### src/rtl/wb_pkg.sv
// ---------------------------------------------------------------------------
// wb_pkg
// Shared definitions for the two-master Wishbone arbiter.
//   owner_e  : who currently holds the shared slave port
//   GRANT_I  : index of the instruction master (value kept in the 'last' register)
//   GRANT_D  : index of the data master
// ---------------------------------------------------------------------------
package wb_pkg;

   typedef enum logic [1:0] {
      IDLE  = 2'd0,
      GNT_I = 2'd1,
      GNT_D = 2'd2
   } owner_e;

   localparam logic GRANT_I = 1'b0;
   localparam logic GRANT_D = 1'b1;

endpackage

### src/rtl/wb_watchdog.sv
// ---------------------------------------------------------------------------
// wb_watchdog
// Counts cycles in which a transfer is outstanding without any response and
// flags expiry once TIMEOUT such cycles have gone by.
// Ports:
//   clk_i, rst_ni : clock, asynchronous active-low reset
//   en_i          : a strobe is outstanding this cycle with no ack/err
//   clr_i         : response seen or no transfer in progress; clears the count
//   expire_o      : count has reached TIMEOUT and nothing is clearing it
// TIMEOUT = 0 disables the watchdog; expire_o then stays low.
// ---------------------------------------------------------------------------
module wb_watchdog #(
   parameter int TIMEOUT = 255
) (
   input  logic clk_i,
   input  logic rst_ni,
   input  logic en_i,
   input  logic clr_i,
   output logic expire_o
);

   // A zero TIMEOUT would give a zero-width counter, so keep at least one bit.
   localparam int CW = (TIMEOUT > 0) ? $clog2(TIMEOUT + 1) : 1;
   localparam logic [CW-1:0] LIMIT = CW'(TIMEOUT);

   logic [CW-1:0] cnt_q;
   logic [CW-1:0] cnt_d;

   // Expiry is suppressed whenever a clear is pending in the same cycle, which
   // is how an ack landing exactly on the expiry cycle wins over the timeout.
   always_comb begin
      expire_o = (TIMEOUT != 0) && (cnt_q == LIMIT) && !clr_i;
      cnt_d    = cnt_q;
      if (clr_i || expire_o) begin
         cnt_d = '0;
      end else if (en_i && (TIMEOUT != 0)) begin
         cnt_d = cnt_q + CW'(1);
      end
   end

   // Counter register.
   always_ff @(posedge clk_i or negedge rst_ni) begin
      if (!rst_ni) begin
         cnt_q <= '0;
      end else begin
         cnt_q <= cnt_d;
      end
   end

endmodule

### src/rtl/wb_arb2.sv
// ---------------------------------------------------------------------------
// wb_arb2
// Round-robin arbiter sharing one Wishbone classic slave port between the
// instruction master (read-only) and the data master. A grant lasts for the
// owner's whole cyc burst; a watchdog aborts transfers the slave never answers.
// Ports:
//   wb_clk_i, wb_rst_ni        : clock, asynchronous active-low reset
//   iwbm_*                     : instruction master request / response
//   dwbm_*                     : data master request / response
//   wbs_*                      : shared slave request / response
// ---------------------------------------------------------------------------
module wb_arb2 #(
   parameter int AW      = 32,
   parameter int DW      = 32,
   parameter int TIMEOUT = 255
) (
   input  logic              wb_clk_i,
   input  logic              wb_rst_ni,
   input  logic [AW-1:0]     iwbm_adr_i,
   input  logic              iwbm_stb_i,
   input  logic              iwbm_cyc_i,
   output logic [DW-1:0]     iwbm_dat_o,
   output logic              iwbm_ack_o,
   output logic              iwbm_err_o,
   input  logic [AW-1:0]     dwbm_adr_i,
   input  logic [DW-1:0]     dwbm_dat_i,
   input  logic [DW/8-1:0]   dwbm_sel_i,
   input  logic              dwbm_we_i,
   input  logic              dwbm_stb_i,
   input  logic              dwbm_cyc_i,
   output logic [DW-1:0]     dwbm_dat_o,
   output logic              dwbm_ack_o,
   output logic              dwbm_err_o,
   output logic [AW-1:0]     wbs_adr_o,
   output logic [DW-1:0]     wbs_dat_o,
   output logic [DW/8-1:0]   wbs_sel_o,
   output logic              wbs_we_o,
   output logic              wbs_stb_o,
   output logic              wbs_cyc_o,
   input  logic [DW-1:0]     wbs_dat_i,
   input  logic              wbs_ack_i,
   input  logic              wbs_err_i
);

   import wb_pkg::*;

   owner_e state_q;
   logic   last_q;
   logic   reqI;
   logic   reqD;
   logic   ownerCyc;
   logic   ownerStb;
   logic   wdEn;
   logic   wdClr;
   logic   expire;

   assign reqI = iwbm_cyc_i & iwbm_stb_i;
   assign reqD = dwbm_cyc_i & dwbm_stb_i;

   // Owner FSM. Arbitration only happens from IDLE, so every handover passes
   // through at least one IDLE cycle. On a tie the master that did not win
   // last time is granted; reset leaves last at D so the first tie goes to I.
   always_ff @(posedge wb_clk_i or negedge wb_rst_ni) begin
      if (!wb_rst_ni) begin
         state_q <= IDLE;
         last_q  <= GRANT_D;
      end else begin
         case (state_q)
            IDLE: begin
               if (reqI && (!reqD || (last_q == GRANT_D))) begin
                  state_q <= GNT_I;
                  last_q  <= GRANT_I;
               end else if (reqD) begin
                  state_q <= GNT_D;
                  last_q  <= GRANT_D;
               end
            end
            GNT_I: if (!iwbm_cyc_i) state_q <= IDLE;
            GNT_D: if (!dwbm_cyc_i) state_q <= IDLE;
            default: state_q <= IDLE;
         endcase
      end
   end

   // Raw cyc/stb of whichever master owns the port, before any watchdog abort.
   always_comb begin
      ownerCyc = 1'b0;
      ownerStb = 1'b0;
      case (state_q)
         GNT_I: begin
            ownerCyc = iwbm_cyc_i;
            ownerStb = iwbm_stb_i;
         end
         GNT_D: begin
            ownerCyc = dwbm_cyc_i;
            ownerStb = dwbm_stb_i;
         end
         default: ;
      endcase
   end

   // The watchdog counts unanswered strobe cycles and is cleared by any slave
   // response or whenever there is no live owner burst (IDLE or cyc dropped).
   assign wdEn  = ownerStb & ~wbs_ack_i & ~wbs_err_i;
   assign wdClr = ~ownerCyc | wbs_ack_i | wbs_err_i;

   wb_watchdog #(
      .TIMEOUT (TIMEOUT)
   ) u_watchdog (
      .clk_i    (wb_clk_i),
      .rst_ni   (wb_rst_ni),
      .en_i     (wdEn),
      .clr_i    (wdClr),
      .expire_o (expire)
   );

   // Read data is broadcast; only the owner sees ack/err.
   assign iwbm_dat_o = wbs_dat_i;
   assign dwbm_dat_o = wbs_dat_i;

   // Request mux and response routing. On expiry the slave cycle is dropped
   // and the owner gets a one-cycle err in place of the missing ack.
   always_comb begin
      wbs_adr_o  = '0;
      wbs_dat_o  = '0;
      wbs_sel_o  = '0;
      wbs_we_o   = 1'b0;
      wbs_cyc_o  = 1'b0;
      wbs_stb_o  = 1'b0;
      iwbm_ack_o = 1'b0;
      iwbm_err_o = 1'b0;
      dwbm_ack_o = 1'b0;
      dwbm_err_o = 1'b0;
      case (state_q)
         GNT_I: begin
            wbs_adr_o  = iwbm_adr_i;
            wbs_sel_o  = '1;
            wbs_cyc_o  = iwbm_cyc_i & ~expire;
            wbs_stb_o  = iwbm_stb_i & ~expire;
            iwbm_ack_o = wbs_ack_i;
            iwbm_err_o = wbs_err_i | expire;
         end
         GNT_D: begin
            wbs_adr_o  = dwbm_adr_i;
            wbs_dat_o  = dwbm_dat_i;
            wbs_sel_o  = dwbm_sel_i;
            wbs_we_o   = dwbm_we_i;
            wbs_cyc_o  = dwbm_cyc_i & ~expire;
            wbs_stb_o  = dwbm_stb_i & ~expire;
            dwbm_ack_o = wbs_ack_i;
            dwbm_err_o = wbs_err_i | expire;
         end
         default: ;
      endcase
   end

endmodule

### config.mk
export PLATFORM = sky130hd
export DESIGN_NAME = wb_arb2
export DESIGN_NICKNAME = d
export VERILOG_FILES = /design/src/rtl/wb_pkg.sv /design/src/rtl/wb_watchdog.sv /design/src/rtl/wb_arb2.sv
export SDC_FILE = /design/constraint.sdc
export NUM_CORES = 1
export LEC_CHECK = 0
export BUFFER_PORTS_ARGS = -buffer_cell sky130_fd_sc_hd__buf_4
export CORE_AREA = 8 8 103 105
export CTS_BUF_LIST = sky130_fd_sc_hd__clkbuf_16
export CTS_CLUSTER_DIAMETER = 80
export DETAILED_ROUTE_END_ITERATION = 7
export DIE_AREA = 0 0 111 113
export PLACE_DENSITY = 0.62
export SYNTH_ARGS = -nofsm -noshare
export SYNTH_HDL_FRONTEND = slang
export SYNTH_HIERARCHICAL = 1
export SYNTH_SLANG_ARGS = --single-unit
### constraint.sdc
create_clock -name wb_clk_i -period 2.8 [get_ports wb_clk_i]
set_input_delay 0.14 -clock wb_clk_i [delete_from_list [all_inputs] [get_ports wb_clk_i]]
set_output_delay 0.14 -clock wb_clk_i [all_outputs]
set_load 0.01 [all_outputs]
==> results.cfg, run 1 <==
[synthesis]
synth_largest_area_cell = buf_4
avgSynthCellArea_um2 = 7.531
yosys.cell_types.count = 35
synth_fp_nets = 410
synthFlopType = dfrtp_1
netlist.area_leader.share_pct = 24.83
synth_warnings = 6
synth_most_common_cell = buf_4
syn_inst = 265
yosys_register_bits = 11
ys_top_cells_by_area = buf_4, dfrtp_1, a22oi_1, nor2b_1, and2_1
synthArstFlopShare_pct = 100.0
netlist_top_cells_count = buf_4, nor2b_1, and2_1
synthesis.area_um2 = 1996
ys_seq_area_share_pct = 13.86
synth_edf_count = 0

[setup_path]
crit_required_ns = 2.66
start_kind = flop
criticalPathCategory = flop to primary output
cp-end-kind = primary output
path_max_fanout = 5
crit_arrival_ns = 2.19

[final_layout]
drive_gt1_share_pct = 52.66
num_antenna_cells = 0
fin_util_pct = 34.05
fin_cells = 487
syn2layout_area_growth_pct = 53.17
num-nets-final = 522

[pwr]
p_leak_nw = 1.455
p_int_mw = 1.126
power.share.sequential_pct = 9.9
p_clk_share_pct = 13.3
swShare_pct = 41.56
finalPower_mw = 1.927
power_density_nw_per_um2 = 630.5
vdd_drop_max_uv = 607.1
combPwrFrac_pct = 76.8
switching_power_uw = 801.1

[grt]
grt_pass1_wl_mm = 12.43
grt_start_max_net_pins = 72
grt_overflow = 0
grt_usage_pct = 11.94
grt_pass1_vias = 2143
antenna_found_initial = 0

[sta]
rsz0062_at_grt = no
drv_slew = 0
fin_crit_ns = 2.328
hold_viol = 0
fmax_mhz = 429.6
setup_viol = 0
worst_pin_slew_ns = 0.6165
slew_headroom_pct = 58.90
fin_crit_sh_pct = 83.14
fin_worst_skew_ns = 0.0009016
setup_tns_ns = 0
timing.hold.ws_ns = 0.2693

[clocking]
cts_root_buf = clkbuf_16
clk_pin_slew_ns = 0.04
numClockSinks = 11
worstSkewPairLatency_ns = 0.24
htree_levels = 1
cts_buffer_depth = 2
cts_tree = yes
numCtsBuffers = 3

[detailed_routing]
drt-wirelength-per-cell_um = 16.62
firstDrtPassIters = 4
vias_per_cell = 4.376
finalWirelength_mm = 8.096
drtIter0Drc = 100
ant_nets = 0
drc = 0
routed-via-count = 2131

[floorplan]
pin_count = 280
die_width_um = 111
dieArea_um2 = 12540
initial_core_util_pct = 22.23
rows = 35
fp.coreArea_um2 = 8977
fp.dieH_um = 113

[placed_design]
gp_congestion = 0.7900
place_inst = 482
io_buffers = 183
dp_hpwl_mm = 6.830

[job]
maxCapViolations = 0

[worst_hold_path]
hold_class = primary input to async pin

[status]
status = finished clean
## sequential cells by signal, summed over array words and instances (netlist names)
signal	flops
last_q	1
state_q	2
u_watchdog/cnt_q	8
## layout make-up
class | instances | area [um2]
Sequential cell | 11 | 276.5
Timing Repair Buffer | 189 | 1421
Multi-Input combinational cell | 170 | 1134
Clock inverter | 1 | 3.754
Fill cell | 946 | 5921
Clock buffer | 3 | 75.07
Inverter | 2 | 7.507
Tap cell | 111 | 138.9
## cells in the final DEF, fill, tap and decap left out, types with 4 or more instances in the layout
| master | Yosys | layout |
|---|---|---|
| a21oi_1 | 8 | 8 |
| nor2_1 | 8 | 8 |
| nand3_1 | 4 | 4 |
| nand4_1 | 4 | 4 |
| a22oi_1 | 32 | 32 |
| nor2b_1 | 36 | 36 |
| buf_4 | 66 | 188 |
| and2_1 | 35 | 35 |
| dfrtp_1 | 10 | 10 |
| nand2_1 | 11 | 11 |
## repair_timing
item	CTS	global route
hold endpoints to repair	11	0
buffers inserted	0	0
hold buffers	1	0
gates resized for setup	0	0
## critical path: stages, from the launching register on
cell      delay (ns)
dfrtp_1         0.38
inv_1           0.11
ha_1            0.31
a22o_1          0.24
nand3_1         0.17
nor3_1          0.34
nand2b_1        0.18
a21oi_1         0.07
buf_4           0.16
## worst paths after layout
path	startpoint	endpoint	slack (ns)	depth (start not counted)
max	state_q[1]$_DFFE_PN0P_	wbs_stb_o	0.47	8
min	wb_rst_ni	u_watchdog/cnt_q[4]$_DFFE_PN0P_	0.27	2
max reg2reg	state_q[0]$_DFFE_PN0P_	u_watchdog/cnt_q[5]$_DFFE_PN0P_	0.75	8
min reg2reg	last_q$_DFFE_PN1P_	last_q$_DFFE_PN1P_	0.53	2
max in group asynchronous	wb_rst_ni	last_q$_DFFE_PN1P_	2.31	2
min in group wb_clk_i	wbs_dat_i[17]	dwbm_dat_o[17]	0.28	0
## per-stage QoR
stage | area, um2 | setup WS, ns
2_1_floorplan | 1996 | 0.7449
3_3_place_gp | 2968 | 0.8154
3_5_place_dp | 2968 | 0.7318
4_1_cts | 3057 | 0.4634
5_1_grt | 3057 | 0.2781
6_report | 3057 | 0.4722
## routing by layer
layer  GRT usage, %  share of wire, %
met5              0                 0
met4          1.892              0.79
met3          3.915               9.1
met2          21.78                53
met1          13.33                37
## power groups by stage
stage,Sequential [mW],Combinational [mW],Clock [mW]
after global placement,0.192,1.49,0
final,0.191,1.48,0.256
after global routing,0.193,1.63,0.269
after floorplan,0.189,0.939,0
after detailed placement,0.192,1.51,0
after CTS,0.190,1.51,0.264
## kinds of logic after synthesis
| kind of cell | synth area share, % |
|---|---|
| buf+inv | 29.47 |
| compound gates | 20.94 |
| fa+ha+maj | 2.508 |
| mux | 1.003 |
| flops | 13.86 |
| simple gates | 30.47 |
| xor+xnor | 1.756 |
No activity file was read; power rests on OpenSTA's default activity.
==> inputs of run 2 (changes only) <==
--- a/config.mk
+++ b/config.mk
@@ -5,13 +5,14 @@
 export SDC_FILE = /design/constraint.sdc
 export NUM_CORES = 1
 export LEC_CHECK = 0
+export ABC_AREA = 1
 export BUFFER_PORTS_ARGS = -buffer_cell sky130_fd_sc_hd__buf_4
-export CORE_AREA = 8 8 103 105
+export CORE_AREA = 8 8 102 104
 export CTS_BUF_LIST = sky130_fd_sc_hd__clkbuf_16
 export CTS_CLUSTER_DIAMETER = 80
 export DETAILED_ROUTE_END_ITERATION = 7
-export DIE_AREA = 0 0 111 113
-export PLACE_DENSITY = 0.62
+export DIE_AREA = 0 0 110 112
+export PLACE_DENSITY = 0.67
 export SYNTH_ARGS = -nofsm -noshare
 export SYNTH_HDL_FRONTEND = slang
 export SYNTH_HIERARCHICAL = 1
==> constraint.sdc (replaced) <==
create_clock -name wb_clk_i -period 1.9 [get_ports wb_clk_i]
set_input_delay 0.095 -clock wb_clk_i [delete_from_list [all_inputs] [get_ports wb_clk_i]]
set_output_delay 0.095 -clock wb_clk_i [all_outputs]
set_load 0.01 [all_outputs]
==> results.cfg, run 2 <==
[setup_path]
worst-r2r-setup-slack_ns = 0.13
path_common_cell = buf_4
reg2reg_from = state_q[0]$_DFFE_PN0P_
cp_slowest_cell = dfrtp_1
cp-end-kind = primary output
crit_chain = buf_4 > ha_4 > nand2_1 > nand2_1 > nand4_1 > nor2_2 > buf_4 > a211oi_2 > buf_4
cp.buffers_inverters = 3
start_kind = flop
crit_required_ns = 1.80
reg2reg_to = u_watchdog/cnt_q[7]$_DFFE_PN0P_
path_max_fanout = 4
reg2regPathDepth = 11
slowest_delay_ns = 0.40
cp_top_family = buffers and inverters
criticalPathCategory = flop to primary output
crit_arrival_ns = 1.75

[sta]
setup_slack_ns = 0.05042
drv_slew = 0
fin_worst_skew_ns = 0.0006414
fmax_mhz = 540.7
fin_crit_sh_pct = 97.35
rsz0062_at_grt = yes
worst_pin_slew_ns = 0.3252
slew_headroom_pct = 78.32
timing.hold.ws_ns = 0.1900
setup_viol = 0
setup_tns_ns = 0
hold_viol = 0
fin_crit_ns = 1.850

[synthesis]
ys_seq_area_share_pct = 13.31
synthFlopType = dfrtp_1
synth-simple-area-share_pct = 31.97
synth_fa_ha_area_share_pct = 2.408
synth_fp_nets = 502
yosys.cell_types.count = 28
avgSynthCellArea_um2 = 5.821
synthesis.area_um2 = 2078
synth_edf_count = 0
synth_xor_area_share_pct = 0.4214
synthArstFlopShare_pct = 100.0
synth_most_common_cell = nand2_1
synth_warnings = 6
synth_compound_area_share_pct = 12.04
syn_inst = 357
yosys_register_bits = 11
netlist_top_cells_count = nand2_1, buf_4, inv_1
netlist.area_leader.share_pct = 25.29
synth_top_family_by_area = buffers and inverters
ys_top_cells_by_area = buf_4, nand2_1, dfrtp_1, inv_1, a21oi_1
synthMuxAreaShare_pct = 0.4816
synth_largest_area_cell = buf_4

[grt]
grt_start_max_net_pins = 40
antenna_found_initial = 1
grt_pass1_wl_mm = 14.13
grt_usage_pct = 14.85
grt_overflow = 0
grt_pass1_vias = 2451

[floorplan]
initial_core_util_pct = 23.38
dieArea_um2 = 12320
rows = 35
fp.coreArea_um2 = 8890
die_width_um = 110
pin_count = 280
fp.dieH_um = 112

[clocking]
clk_pin_slew_ns = 0.04
cts_root_buf = clkbuf_16
numClockSinks = 11
cts_tree = yes
cts_buffer_depth = 2
htree_levels = 1
numCtsBuffers = 3
worstSkewPairLatency_ns = 0.24

[worst_hold_path]
hold_class = primary input to primary output
min_from = wbs_dat_i[29]
min_path_cells = 0
whs_endpoint = dwbm_dat_o[29]

[placed_design]
io_buffers = 183
pre_cts_ws_ns = 0.09136
dp_hpwl_mm = 8.452
gp_congestion = 0.8620
post_dp_cell_area_um2 = 3047
place_inst = 578

[status]
status = finished clean

[detailed_routing]
drc = 0
drt-wirelength-per-cell_um = 17.32
routed-via-count = 2517
firstDrtPassIters = 4
drtIter0Drc = 249
vias_per_cell = 4.288
finalWirelength_mm = 10.16
ant_nets = 0

[final_layout]
num-nets-final = 622
syn2layout_area_growth_pct = 54.67
layout_commonest_cell = buf_4
largest_reg_flops = 8
fin_cells = 587
mostFrequentLayoutCells = buf_4, nand2_1, inv_1, a21oi_1, dfrtp_1
num_antenna_cells = 0
drive_gt1_share_pct = 47.27
fillCellCount = 960
layout_top_registers = u_watchdog/cnt_q (8), state_q (2), last_q (1)
largest-register = u_watchdog/cnt_q
fin_util_pct = 36.16
postLayoutCellArea_um2 = 3214

[pwr]
vdd_drop_max_uv = 950.7
p_leak_nw = 1.854
power_density_nw_per_um2 = 1089
finalPower_mw = 3.500

[job]
maxCapViolations = 0
[run 2: cell count changes in the layout (fill, tap and decap cells not counted), moves of 4 or more]
cell	change
nand2_2	+4
a21oi_1	+27
and2_1	-35
a22oi_1	-32
a21oi_2	+7
nor2b_1	-36
nor2_2	+5
inv_1	+48
nand2_1	+118
inv_2	+4
[run 2: worst max path at each step]
stage                      startpoint                              end  cells past startpoint
2_1_floorplan  state_q[1]$_DFFE_PN0P_  u_watchdog/cnt_q[7]$_DFFE_PN0P_                     13
3_5_place_dp   state_q[0]$_DFFE_PN0P_  u_watchdog/cnt_q[7]$_DFFE_PN0P_                     11
6_report       state_q[0]$_DFFE_PN0P_                        wbs_stb_o                      9
3_3_place_gp   state_q[0]$_DFFE_PN0P_  u_watchdog/cnt_q[7]$_DFFE_PN0P_                     11
4_1_cts        state_q[0]$_DFFE_PN0P_                     wbs_adr_o[8]                      6
5_1_grt        state_q[0]$_DFFE_PN0P_                        wbs_stb_o                      9
[run 2: layout make-up]
cell class | count | area, um2 | area share [%]
clock buffers | 3 | 75.07 | 2.336
clock inverters | 1 | 3.754 | 0.1168
inverters | 55 | 206.4 | 6.423
multi-input cells | 211 | 1027 | 31.96
flip-flops and latches | 11 | 276.5 | 8.603
well taps | 111 | 138.9 | 4.321
repair buffers | 195 | 1486 | 46.24
[run 2: kinds of logic after synthesis]
kind of cell / after synthesis
xor+xnor: 1
flops: 11
compound gates: 45
mux: 1
buf+inv: 135
simple gates: 160
fa+ha+maj: 4
[run 2: worst reg2reg max path, delay by kind of cell (launching register included)]
kind / cells / cell delay [ns]
DFF: 1 / 0.38
buffers and inverters: 2 / 0.10
adders and majority gates: 1 / 0.34
AOI/OAI and AO/OA: 1 / 0.19
and+or+nand+nor: 7 / 0.66
[run 2: routing by layer]
| metal | global-route usage, % | share of wire (%) |
|---|---|---|
| met3 | 9.821 | 18 |
| met2 | 22.99 | 44 |
| met5 | 0 | 0.13 |
| met4 | 2.252 | 0.98 |
| met1 | 16.77 | 37 |
[run 2: what timing repair did]
| item | in CTS | in global routing |
|---|---|---|
| gates resized for setup | 2 | 10 |
| pin swaps | 1 | 1 |
| endpoints found under the hold margin | 11 | 0 |
| hold buffers | 1 | 0 |
| setup buffers | 0 | 4 |
| setup endpoints to repair | 6 | 46 |
[run 2: where the power goes]
group	total, mW	internal [mW]	switching [mW]
logic	2.83	1.20	1.63
clock network	0.384	0.277	0.107
registers	0.290	0.274	0.0164
==> inputs of run 3 (changes only) <==
--- a/config.mk
+++ b/config.mk
@@ -5,14 +5,13 @@
 export SDC_FILE = /design/constraint.sdc
 export NUM_CORES = 1
 export LEC_CHECK = 0
-export ABC_AREA = 1
 export BUFFER_PORTS_ARGS = -buffer_cell sky130_fd_sc_hd__buf_4
 export CORE_AREA = 8 8 102 104
 export CTS_BUF_LIST = sky130_fd_sc_hd__clkbuf_16
 export CTS_CLUSTER_DIAMETER = 80
 export DETAILED_ROUTE_END_ITERATION = 7
 export DIE_AREA = 0 0 110 112
-export PLACE_DENSITY = 0.67
+export PLACE_DENSITY = 0.66
 export SYNTH_ARGS = -nofsm -noshare
 export SYNTH_HDL_FRONTEND = slang
 export SYNTH_HIERARCHICAL = 1
==> results.cfg, run 3 (synthesized netlist as in run 1, its figures left out) <==
[clocking]
clk_pin_slew_ns = 0.04
numCtsBuffers = 3
worstSkewPairLatency_ns = 0.24
cts_buffer_depth = 2
numClockSinks = 11
cts_root_buf = clkbuf_16
htree_levels = 1
cts_tree = yes

[grt]
grt_overflow = 0
grt_pass1_vias = 2336
grt_start_max_net_pins = 63
grt_usage_pct = 12.41
grt_pass1_wl_mm = 12.32
antenna_found_initial = 0

[sta]
slew_headroom_pct = 76.36
worst_pin_slew_ns = 0.3539
fin_crit_sh_pct = 98.29
fmax_mhz = 535.5
fin_worst_skew_ns = 0.001640
drv_slew = 0
rsz0062_at_grt = yes
fin_crit_ns = 1.867
setup_viol = 0
hold_viol = 0

[setup_path]
crit_arrival_ns = 1.77
path_max_fanout = 4
start_kind = flop
startpoint = state_q[0]$_DFFE_PN0P_
path_common_cell = buf_4
crit_chain = buf_4 > ha_4 > a22o_1 > nand3_2 > nor3_4 > buf_4 > o21a_1 > buf_4
cp_top_family = buffers and inverters
reg2reg_to = u_watchdog/cnt_q[7]$_DFFE_PN0P_
reg2reg_from = state_q[0]$_DFFE_PN0P_
cp_slowest_cell = dfrtp_1
slowest_delay_ns = 0.39
cp.buffers_inverters = 3
reg2regPathDepth = 9
criticalPathCategory = flop to primary output
crit_required_ns = 1.80
cp-end-kind = primary output
worst-r2r-setup-slack_ns = 0.04

[placed_design]
io_buffers = 183
dp_hpwl_mm = 6.753
gp_congestion = 0.7696

[detailed_routing]
drc = 0
finalWirelength_mm = 8.280
vias_per_cell = 4.457
ant_nets = 0
firstDrtPassIters = 4
drt-wirelength-per-cell_um = 16.59
routed-via-count = 2224
drtIter0Drc = 107

[pwr]
p_leak_nw = 1.542
finalPower_mw = 3.107
power_density_nw_per_um2 = 958.5
vdd_drop_max_uv = 1017

[floorplan]
rows = 35
die_width_um = 110
dieArea_um2 = 12320
initial_core_util_pct = 22.45
fp.coreArea_um2 = 8890
fp.dieH_um = 112
pin_count = 280

[final_layout]
drive_gt1_share_pct = 56.96
largest-register = u_watchdog/cnt_q
num-nets-final = 534
layout_top_registers = u_watchdog/cnt_q (8), state_q (2), last_q (1)
fin_util_pct = 36.47
mostFrequentLayoutCells = buf_4, nor2b_1, and2_1, a22oi_1
num_antenna_cells = 0
syn2layout_area_growth_pct = 62.45
fillCellCount = 912
largest_reg_flops = 8
layout_commonest_cell = buf_4

[status]
status = finished clean

[worst_hold_path]
whs_endpoint = dwbm_dat_o[0]
hold_class = primary input to primary output
min_from = wbs_dat_i[0]
min_path_cells = 0

[job]
maxCapViolations = 0
## run 3: per-layer routing
metal	global-route usage [%]	wire (um)	up-vias
met1	12.83	2951	1022
met2	22.63	4333	96
li1	-	-	1082
met4	5.135	170	0
met3	3.235	825	24
met5	0	0	-
## run 3: power breakdown
| group | total (mW) | internal [mW] | switching [mW] |
|---|---|---|---|
| combinational | 2.44 | 1.29 | 1.15 |
| clock | 0.386 | 0.277 | 0.110 |
| sequential | 0.282 | 0.265 | 0.0174 |
## run 3: worst max path at each step
stage / end / cells after the start / slack (ns)
after global routing: dwbm_err_o / 8 / -0.06
after floorplan: u_watchdog/cnt_q[5]$_DFFE_PN0P_ / 10 / -0.002
after detailed placement: u_watchdog/cnt_q[7]$_DFFE_PN0P_ / 8 / 0.08
after global placement: u_watchdog/cnt_q[5]$_DFFE_PN0P_ / 8 / 0.15
final: dwbm_err_o / 8 / 0.03
after CTS: iwbm_err_o / 8 / 0.02
## run 3: timing repair
item                       4_1_cts  5_1_grt
buffers inserted                 1        6
hold buffers                     1        0
setup endpoints to repair        4       10
hold endpoints to repair        11        0
resized for setup                4        7
pin swaps                        2        5
## run 3: metrics by stage
step | cell area [um2] | setup TNS (ns) | setup slack, ns | hold slack (ns) | std cells
detailed placement | 3045 | 0 | 0.08383 | -0.05617 | 487
finish | 3242 | 0 | 0.03252 | 0.1900 | 499
CTS | 3168 | 0 | 0.01734 | 0.1901 | 493
global route | 3242 | -0.1728 | -0.05608 | 0.1900 | 499
floorplan | 2041 | -0.004109 | -0.002057 | -0.2006 | 265
global placement | 3045 | 0 | 0.1517 | -0.06179 | 487
## run 3: cell type report
cell class | count | area (um2) | share of cell area, %
flip-flops and latches | 11 | 276.5 | 8.530
clock buffers | 3 | 75.07 | 2.316
inverters | 2 | 7.507 | 0.2316
clock inverters | 1 | 3.754 | 0.1158
multi-input cells | 170 | 1205 | 37.17
repair buffers | 201 | 1535 | 47.36
well taps | 111 | 138.9 | 4.284
